### config.mk
export PLATFORM = sky130hd
export DESIGN_NAME = xs3_dec_decoder_seq
export DESIGN_NICKNAME = d
export VERILOG_FILES = /design/src/rtl/xs3_dec_pkg.sv /design/src/rtl/xs3_digit_dec.sv /design/src/rtl/xs3_dec_decoder_seq.sv
export SDC_FILE = /design/constraint.sdc
export NUM_CORES = 1
export LEC_CHECK = 0
export ABC_CLOCK_PERIOD_IN_PS = 4900
export CORE_MARGIN = 2
export CORE_UTILIZATION = 51
export CTS_CLUSTER_SIZE = 16
export DETAILED_ROUTE_END_ITERATION = 10
export PLACE_DENSITY = 0.81
export SLEW_MARGIN = 10
export SYNTH_ARGS = -nofsm -noshare
export SYNTH_HDL_FRONTEND = slang
export SYNTH_SLANG_ARGS = --single-unit
### constraint.sdc
create_clock -name CLK -period 4.9 [get_ports CLK]
set_input_delay 0.735 -clock CLK [delete_from_list [all_inputs] [get_ports CLK]]
set_output_delay 0.735 -clock CLK [all_outputs]
set_load 0.01 [all_outputs]
### src/rtl/xs3_dec_pkg.sv
// Shared types and the nibble decode function for the sequential excess-3/BCD decoder.
// Optional invalid-digit counter in the top is enabled by defining XS3DEC_ERRCNT_EN.
package xs3_dec_pkg;

  typedef enum logic {
    CM_BCD = 1'b0,
    CM_XS3 = 1'b1
  } code_mode_e;

  typedef enum logic {
    ST_IDLE = 1'b0,
    ST_RUN  = 1'b1
  } state_e;

  localparam int ERR_CNT_W = 8;

  // Returns {err, onehot[9:0]} with active-high one-hot; an invalid code yields no line.
  function automatic logic [10:0] decode_nibble(input logic [3:0] code, input code_mode_e mode);
    logic [3:0] v;
    logic       ok;
    if (mode == CM_XS3) begin
      ok = (code >= 4'd3) && (code <= 4'd12);
      v  = code - 4'd3;
    end else begin
      ok = (code <= 4'd9);
      v  = code;
    end
    if (ok) begin
      decode_nibble = {1'b0, 10'd1 << v};
    end else begin
      decode_nibble = {1'b1, 10'd0};
    end
  endfunction

endpackage

### src/rtl/xs3_digit_dec.sv
// Combinational single-digit decoder: code nibble -> 10 decimal lines plus invalid-code flag.
// Blanking suppresses every line but leaves the error flag intact.
module xs3_digit_dec
  import xs3_dec_pkg::*;
#(
  parameter int CODE_MODE  = 1,
  parameter bit ACTIVE_LOW = 1'b1
) (
  input  logic [3:0] code_i,
  input  logic       blank_i,
  output logic [9:0] y_o,
  output logic       err_o
);

  localparam code_mode_e MODE = (CODE_MODE != 0) ? CM_XS3 : CM_BCD;

  logic [10:0] dec_s;
  logic [9:0]  act_s;

  assign dec_s = decode_nibble(code_i, MODE);
  assign act_s = blank_i ? 10'd0 : dec_s[9:0];
  assign y_o   = ACTIVE_LOW ? ~act_s : act_s;
  assign err_o = dec_s[10];

endmodule

### src/rtl/xs3_dec_decoder_seq.sv
// Registered multi-digit decoder: takes NDIG nibbles per handshake, emits one decoded digit per
// cycle LSB first. Define XS3DEC_ERRCNT_EN to enable the saturating invalid-digit counter.
module xs3_dec_decoder_seq
  import xs3_dec_pkg::*;
#(
  parameter int NDIG       = 4,
  parameter int CODE_MODE  = 1,
  parameter bit ACTIVE_LOW = 1'b1,
  localparam int DW        = (NDIG > 1) ? $clog2(NDIG) : 1
) (
  input  logic                  CLK,
  input  logic                  RST,
  input  logic                  IN_VALID,
  output logic                  IN_READY,
  input  logic [4*NDIG-1:0]     IN_DATA,
  input  logic                  BLANK,
  output logic                  OUT_VALID,
  input  logic                  OUT_READY,
  output logic [9:0]            Y,
  output logic [DW-1:0]         OUT_DIG,
  output logic                  OUT_LAST,
  output logic                  OUT_ERR,
  output logic [ERR_CNT_W-1:0]  ERR_CNT
);

  localparam logic [DW-1:0] LAST_IDX = DW'(NDIG - 1);
  localparam logic [9:0]    Y_IDLE   = ACTIVE_LOW ? 10'h3FF : 10'h000;

  state_e              state_q, state_d;
  logic [4*NDIG-1:0]   data_q, data_d;
  logic                blank_q, blank_d;
  logic [DW-1:0]       dig_q, dig_d;
  logic                valid_q, valid_d;
  logic [9:0]          y_q, y_d;
  logic                last_q, last_d;
  logic                err_q, err_d;

  logic                out_hs, in_ready, accept, advance;
  logic [4*NDIG-1:0]   src_data;
  logic                src_blank;
  logic [DW-1:0]       src_idx;
  logic [3:0]          src_nib;
  logic [9:0]          dec_y;
  logic                dec_err;

  assign out_hs   = valid_q & OUT_READY;
  assign in_ready = ~RST & ((state_q == ST_IDLE) | (out_hs & last_q));
  assign accept   = IN_VALID & in_ready;
  assign advance  = out_hs & ~last_q;

  // A freshly accepted word always starts at digit 0; otherwise step through the held word.
  assign src_data  = accept ? IN_DATA : data_q;
  assign src_blank = accept ? BLANK : blank_q;
  assign src_idx   = accept ? '0 : dig_q + DW'(1);
  assign src_nib   = 4'(src_data >> {src_idx, 2'b00});

  xs3_digit_dec #(
    .CODE_MODE  (CODE_MODE),
    .ACTIVE_LOW (ACTIVE_LOW)
  ) u_digit_dec (
    .code_i  (src_nib),
    .blank_i (src_blank),
    .y_o     (dec_y),
    .err_o   (dec_err)
  );

  always_comb begin
    state_d = state_q;
    data_d  = data_q;
    blank_d = blank_q;
    dig_d   = dig_q;
    valid_d = valid_q;
    y_d     = y_q;
    last_d  = last_q;
    err_d   = err_q;
    case (state_q)
      ST_IDLE: begin
        if (accept) state_d = ST_RUN;
        else        state_d = ST_IDLE;
      end
      ST_RUN: begin
        if (out_hs && last_q) state_d = accept ? ST_RUN : ST_IDLE;
        else                  state_d = ST_RUN;
      end
      default: state_d = ST_IDLE;
    endcase
    if (accept || advance) begin
      data_d  = src_data;
      blank_d = src_blank;
      dig_d   = src_idx;
      valid_d = 1'b1;
      y_d     = dec_y;
      last_d  = (src_idx == LAST_IDX);
      err_d   = dec_err;
    end else if (out_hs) begin
      valid_d = 1'b0;
      y_d     = Y_IDLE;
      dig_d   = '0;
      last_d  = 1'b0;
      err_d   = 1'b0;
    end else begin
      valid_d = valid_q;
    end
  end

  always_ff @(posedge CLK) begin
    if (RST) begin
      state_q <= ST_IDLE;
      data_q  <= '0;
      blank_q <= 1'b0;
      dig_q   <= '0;
      valid_q <= 1'b0;
      y_q     <= Y_IDLE;
      last_q  <= 1'b0;
      err_q   <= 1'b0;
    end else begin
      state_q <= state_d;
      data_q  <= data_d;
      blank_q <= blank_d;
      dig_q   <= dig_d;
      valid_q <= valid_d;
      y_q     <= y_d;
      last_q  <= last_d;
      err_q   <= err_d;
    end
  end

`ifdef XS3DEC_ERRCNT_EN
  logic [ERR_CNT_W-1:0] err_cnt_q, err_cnt_d;

  always_comb begin
    err_cnt_d = err_cnt_q;
    if (out_hs && err_q && (err_cnt_q != {ERR_CNT_W{1'b1}})) begin
      err_cnt_d = err_cnt_q + ERR_CNT_W'(1);
    end else begin
      err_cnt_d = err_cnt_q;
    end
  end

  always_ff @(posedge CLK) begin
    if (RST) err_cnt_q <= '0;
    else     err_cnt_q <= err_cnt_d;
  end

  assign ERR_CNT = err_cnt_q;
`else
  assign ERR_CNT = {ERR_CNT_W{1'b0}};
`endif

  assign IN_READY  = in_ready;
  assign OUT_VALID = valid_q;
  assign Y         = y_q;
  assign OUT_DIG   = dig_q;
  assign OUT_LAST  = last_q;
  assign OUT_ERR   = err_q;

endmodule

* After elaboration in Yosys (flattened, before gate mapping)
Cells that the tools add are included.
** Operators by class
- Shifts and indexed selects :: 2
- Bitwise gates (word level) :: 10
- Multiplexer cells :: 16
- Reductions and logical operators :: 4
- Magnitude comparators :: 2
- Add/sub/neg operators :: 2
- Eq/ne operators :: 1
** Operators with widths (count)
- two-way mux 10 bit :: 3
- two-way mux 16 bit :: 1
- right shift 16 x 4 -> 4 bit :: 1
- two-way mux 11 bit :: 1
- NOT 10 bit :: 1
- left shift 1 x 4 -> 10 bit, first input constant :: 1
- two-way mux 1 bit :: 7
- two-way mux 2 bit :: 3
- bitwise AND 1 bit :: 5
- >= comparator 4 x 2 -> 1 bit, second input constant :: 1
- <= comparator 4 bit, second input constant :: 1
- subtractor 4 x 2 -> 4 bit, second input constant :: 1
- NOT 1 bit :: 3
- adder 2 x 1 -> 2 bit, second input constant :: 1
- == test 2 bit, second input constant :: 1
- logical AND 1 bit :: 2
- case mux 1 bit (2 select lines) :: 1
- nonzero test 2 bit :: 1
- logical OR 1 bit :: 1
- OR 1 bit :: 1
** Word-level totals
- Register bits :: 33
- Input bits :: 21

* Longest topological paths before layout
- Depth after elaboration :: 13
- Mapped depth :: 8
- Gate-level depth less buffers :: 5

* By module
Synthesis repeated with hierarchy kept, for this count alone.
** Second synthesis, totals
- Cells, all modules :: 175
- Area total of the unflattened synthesis :: 1745.4 µm²
** By module, submodules not included
- xs3_dec_decoder_seq :: area each 1635.3 µm², times used 1, cells an instance 156, sequential area each 660.6 µm²
- xs3_digit_dec :: area each 110.1 µm², times used 1, cells an instance 19, sequential area each 0.0 µm²

* Least setup slack after synthesis
OpenSTA, ideal clock, no wires.
- Kind :: input to register
- Start point :: input port RST
- End point :: register err_q (netlist: OUT_ERR)
- Cell stages on the path :: 7
- Data required time :: 4.812 ns
- Setup slack :: 2.867 ns
- Arrival time :: 1.945 ns
- Cell sequence :: buf_2 -> nand2b_1 -> a21o_1 -> buf_4 -> a31oi_1 -> o32a_1 -> o32ai_2
** On the way
- Word-level cells in the longest chain between the ends :: 9
** Ends and longest elaborated chain
- start, declared :: line xs3_dec_decoder_seq.sv:12 : input logic RST,
- NOT 1 bit :: line xs3_dec_decoder_seq.sv:47 : assign in_ready = ~RST & ((state_q == ST_IDLE) | (out_hs & last_q));
- bitwise AND 1 bit :: line xs3_dec_decoder_seq.sv:47
- bitwise AND 1 bit :: line xs3_dec_decoder_seq.sv:48 : assign accept = IN_VALID & in_ready;
- two-way mux 16 bit or two-way mux 2 bit (tied branches) :: line xs3_dec_decoder_seq.sv:52, xs3_dec_decoder_seq.sv:54
- right shift 16 x 4 -> 4 bit :: line xs3_dec_decoder_seq.sv:55 : assign src_nib = 4'(src_data >> {src_idx, 2'b00});
- >= comparator 4 x 2 -> 1 bit or <= comparator 4 bit (tied branches) :: line xs3_dec_pkg.sv:22 : ok = (code >= 4'd3) && (code <= 4'd12);
- logical AND 1 bit :: line xs3_dec_pkg.sv:22
- two-way mux 11 bit :: line xs3_dec_pkg.sv:28 : if (ok) begin
- two-way mux 1 bit :: line xs3_dec_decoder_seq.sv:87 : if (accept || advance) begin
- end signal, assigned :: line xs3_dec_decoder_seq.sv:124 : err_q <= err_d;
- end, declared :: line xs3_dec_decoder_seq.sv:36 : logic err_q, err_d;
Several ways; a longest one is shown, not always the timed one.
A chain may end at the register's enable or synchronous reset.

* Worst setup path in the final report
- Start point :: input port RST
- End point :: output port IN_READY
** On the way
- Word-level cells in the longest chain between the ends :: 2
** Ends and longest elaborated chain
- NOT 1 bit :: line xs3_dec_decoder_seq.sv:47
- bitwise AND 1 bit :: line xs3_dec_decoder_seq.sv:47
- end, declared :: line xs3_dec_decoder_seq.sv:14 : output logic IN_READY,
No other way between the ends.

==> impl_metrics.toml <==
[yosys]
syn_area_um2 = 1590
postSynthRegisterBits = 33
synth_warnings = 0
netlist-cell-type-count = 30
synthArstFlopShare_pct = 0
postSynthAreaPerCell_um2 = 8.52
synth-main-ff-cell = "sky130_fd_sc_hd__dfxtp_1"
synth_enable_flop_cells = 0
synth.yosys.seq_area_share_pct = 41.5
syn-instance-count = 187

[floorplan]
fp-row-count = 20
die_h_um = 59.9
die_area_um2 = 3590
width_of_the_chip_um = 59.9
io_pins = 45
initial_utilization_pct = 53.0
core_region_area_um2 = 3000

[clock_tree]
post_cts_hold_buffer_count = 0
cts.repair_timing.setup_buffer_count = 0
later_pin_clock_latency_in_the_skew_report_ps = 340
post_cts_resized = 0
cts.clk_slew.worst_paths_ps = 100
tritoncts.num_buffers = 5
cts_buffer_depth = 2
clock_tree_root_driver_cell = "sky130_fd_sc_hd__clkbuf_4"
cts_tree = "done"
h-tree-depth = 2
cts.sinks = 33

[timing]
rsz0062_at_grt = "no"
max_slew_violations = 0
final.period_utilization_pct = 60.4
fin_crit_ps = 2960
finalHoldViolations = 0
worst_slack_ps = 1940
timing.max_slew.rel_slack_pct = 48.8
skew_ps = 12.8
report.final.setup_viol = 0
timing_worst_slew_pin_value_ps = 763
timing.setup.tns_ps = 0
fmax_mhz = 338

[global_routing]
first_global_vias = 1324
global_route.usage.total_pct = 22.2
grt_max_degree = 28
antenna_violations_before_repair = 0
global_route.overflow_total = 0
grt_first_pass_wirelength_um = 5860

[drt]
postRouteAntennaNets = 0
dr.first_iter.drc_count = 46
drt_wl_total_um = 3700
via_count = 1452
post_drt_wl_per_cell_um = 14.6
detailedRoute.firstPassIterationCount = 4
via_per_inst = 5.72
route.detailed.drc = 0

[critical_path]
crit-reg2reg-launch = "OUT_DIG[0]$_SDFFE_PP0P_"
data_arrival_time_at_the_worst_slack_endpoint_ps = 2230
worst-endpoint-required_ps = 4160
timing.setup.critical_path_class = "input pin to output pin"
reg2reg_setup_slack_ps = 2900
reg2reg_depth = 5
worst-path-max-fanout = 16
cp_launch_point = "RST"
reg2reg_to = "OUT_ERR$_SDFFE_PP0P_"
endpoint_kind = "output pin"
worstSetupStartpointType = "input pin"

[placed_design]
worst_slack_after_detailed_placement_ps = 1810
dp_hpwl_um = 2690
port-buffer-count = 36
gpl.final_weighted_congestion = 0.838

[pwr]
p_leak_nw = 0.726
swShare_pct = 25.9
internal-power_uw = 399
power.ir.vdd_worst_mv = 0.180
net_switching_power_uw = 140
power.clock.fraction_pct = 32.7
power.share.sequential_pct = 52.7
power_density_nw_per_um2 = 269
combinationalPowerShare_pct = 14.6

[final_layout]
drive_above_1_share_pct = 8.14
antenna_cells_inserted = 0
flow.area_growth_from_synthesis_pct = 25.5
finish.net_count = 241

[worst_hold_path]
hold_depth = 2
hold_path_class = "flip-flop to flip-flop"
min_to = "data_q[2]$_SDFFE_PP0N_"
worst_hold_startpoint = "data_q[2]$_SDFFE_PP0N_"

[status]
result_of_the_run = "finished clean"

[run]
max-cap-violations = 0
-- cell type report --
class | count | area, µm²
Fill cell | 267 | 1000
Clock buffer | 7 | 65.1
Clock inverter | 1 | 5.00
Tap cell | 33 | 41.3
Multi-Input combinational cell | 141 | 843
Timing Repair Buffer | 39 | 383
Sequential cell | 33 | 661
-- through the flow --
step	instance area [µm²]	util, %	power (mW)	hold WS (ps)	std cells
floorplan	1620	-	0.338	433	194
global placement	1930	64.2	0.363	440	246
detailed placement	1930	64.2	0.367	446	246
CTS	2000	66.5	0.541	460	254
global route	2000	66.5	0.558	478	254
finish	2000	66.5	0.538	459	254
-- worst max-delay path, cell delays in order --
cell                              delay (ps)
sky130_fd_sc_hd__clkdlybuf4s50_1         680
sky130_fd_sc_hd__a21oi_1                 250
sky130_fd_sc_hd__clkdlybuf4s50_1         560
-- state kept, by name, indices dropped and copies added (netlist names) --
signal / count
OUT_DIG: 2
OUT_ERR: 1
OUT_LAST: 1
OUT_VALID: 1
Y: 10
blank_q: 1
data_q: 16
state_q: 1
-- Yosys cell counts (2+ instances only) --
cell type | instances | share of area, %
sky130_fd_sc_hd__clkbuf_1 | 6 | 1.4
sky130_fd_sc_hd__buf_2 | 4 | 1.3
sky130_fd_sc_hd__nand2_1 | 39 | 9.2
sky130_fd_sc_hd__dfxtp_1 | 33 | 41
sky130_fd_sc_hd__a21oi_1 | 24 | 7.5
sky130_fd_sc_hd__nand2b_1 | 12 | 4.7
sky130_fd_sc_hd__nor3b_1 | 4 | 1.9
sky130_fd_sc_hd__mux4_2 | 4 | 5.7
sky130_fd_sc_hd__buf_4 | 9 | 4.2
sky130_fd_sc_hd__nand4b_1 | 2 | 1.1
sky130_fd_sc_hd__nor2b_1 | 3 | 1.2
sky130_fd_sc_hd__nor3_1 | 8 | 2.5
sky130_fd_sc_hd__mux2i_1 | 7 | 4.4
sky130_fd_sc_hd__o22ai_1 | 10 | 3.9
sky130_fd_sc_hd__nor2_1 | 7 | 1.6
-- power by group through the flow --
stage | logic, mW | registers (mW) | clock network (mW)
final | 0.0785 | 0.284 | 0.176
after CTS | 0.0777 | 0.283 | 0.179
after global placement | 0.0745 | 0.289 | 0
after detailed placement | 0.0773 | 0.290 | 0
after floorplan | 0.0496 | 0.288 | 0
after global routing | 0.0851 | 0.285 | 0.189
-- placed cells by master, fill, tap and decap left out, types with 2 or more instances in the layout --
cell,Yosys,routed
sky130_fd_sc_hd__nor3b_1,4,4
sky130_fd_sc_hd__clkbuf_8,0,2
sky130_fd_sc_hd__clkdlybuf4s50_1,0,36
sky130_fd_sc_hd__conb_1,1,8
sky130_fd_sc_hd__nand2b_1,12,12
sky130_fd_sc_hd__mux4_2,4,4
sky130_fd_sc_hd__nor3_1,8,8
sky130_fd_sc_hd__o22ai_1,10,10
sky130_fd_sc_hd__dfxtp_1,33,33
sky130_fd_sc_hd__nand4b_1,2,2
sky130_fd_sc_hd__buf_4,9,3
sky130_fd_sc_hd__nand2_1,39,39
sky130_fd_sc_hd__nor2_1,7,7
sky130_fd_sc_hd__mux2i_1,7,7
sky130_fd_sc_hd__nor2b_1,3,3
sky130_fd_sc_hd__clkbuf_4,0,5
sky130_fd_sc_hd__a21oi_1,24,24
-- metal layers --
layer	GRT usage (%)	up-vias	wire (µm)
li1	-	702	-
met1	26.2	679	1590
met2	37.9	60	1860
met3	6.28	11	193
met4	8.57	0	55
met5	0	-	0
-- kinds of logic (layout without fill, tap and decap cells) --
group | Yosys count | in the layout | synth area share, %
AND/OR/NAND/NOR | 80 | 80 | 24.7
multiplexers | 13 | 13 | 11.6
other | 1 | 8 | 0.235
buffers and inverters | 20 | 47 | 7.23
flip-flops | 33 | 33 | 41.5
AO/OA/AOI/OAI | 40 | 40 | 14.8
-- worst max-delay path by stage --
stage                                       to  slack, ps  cells after the start
after global routing                  IN_READY       1780                      3
after detailed placement  OUT_ERR$_SDFFE_PP0P_       1810                      7
final                                 IN_READY       1940                      3
after CTS                             IN_READY       1950                      3
after floorplan           OUT_ERR$_SDFFE_PP0P_       2870                      7
after global placement    OUT_ERR$_SDFFE_PP0P_       1920                      7
(Power assumes the default switching activity.)
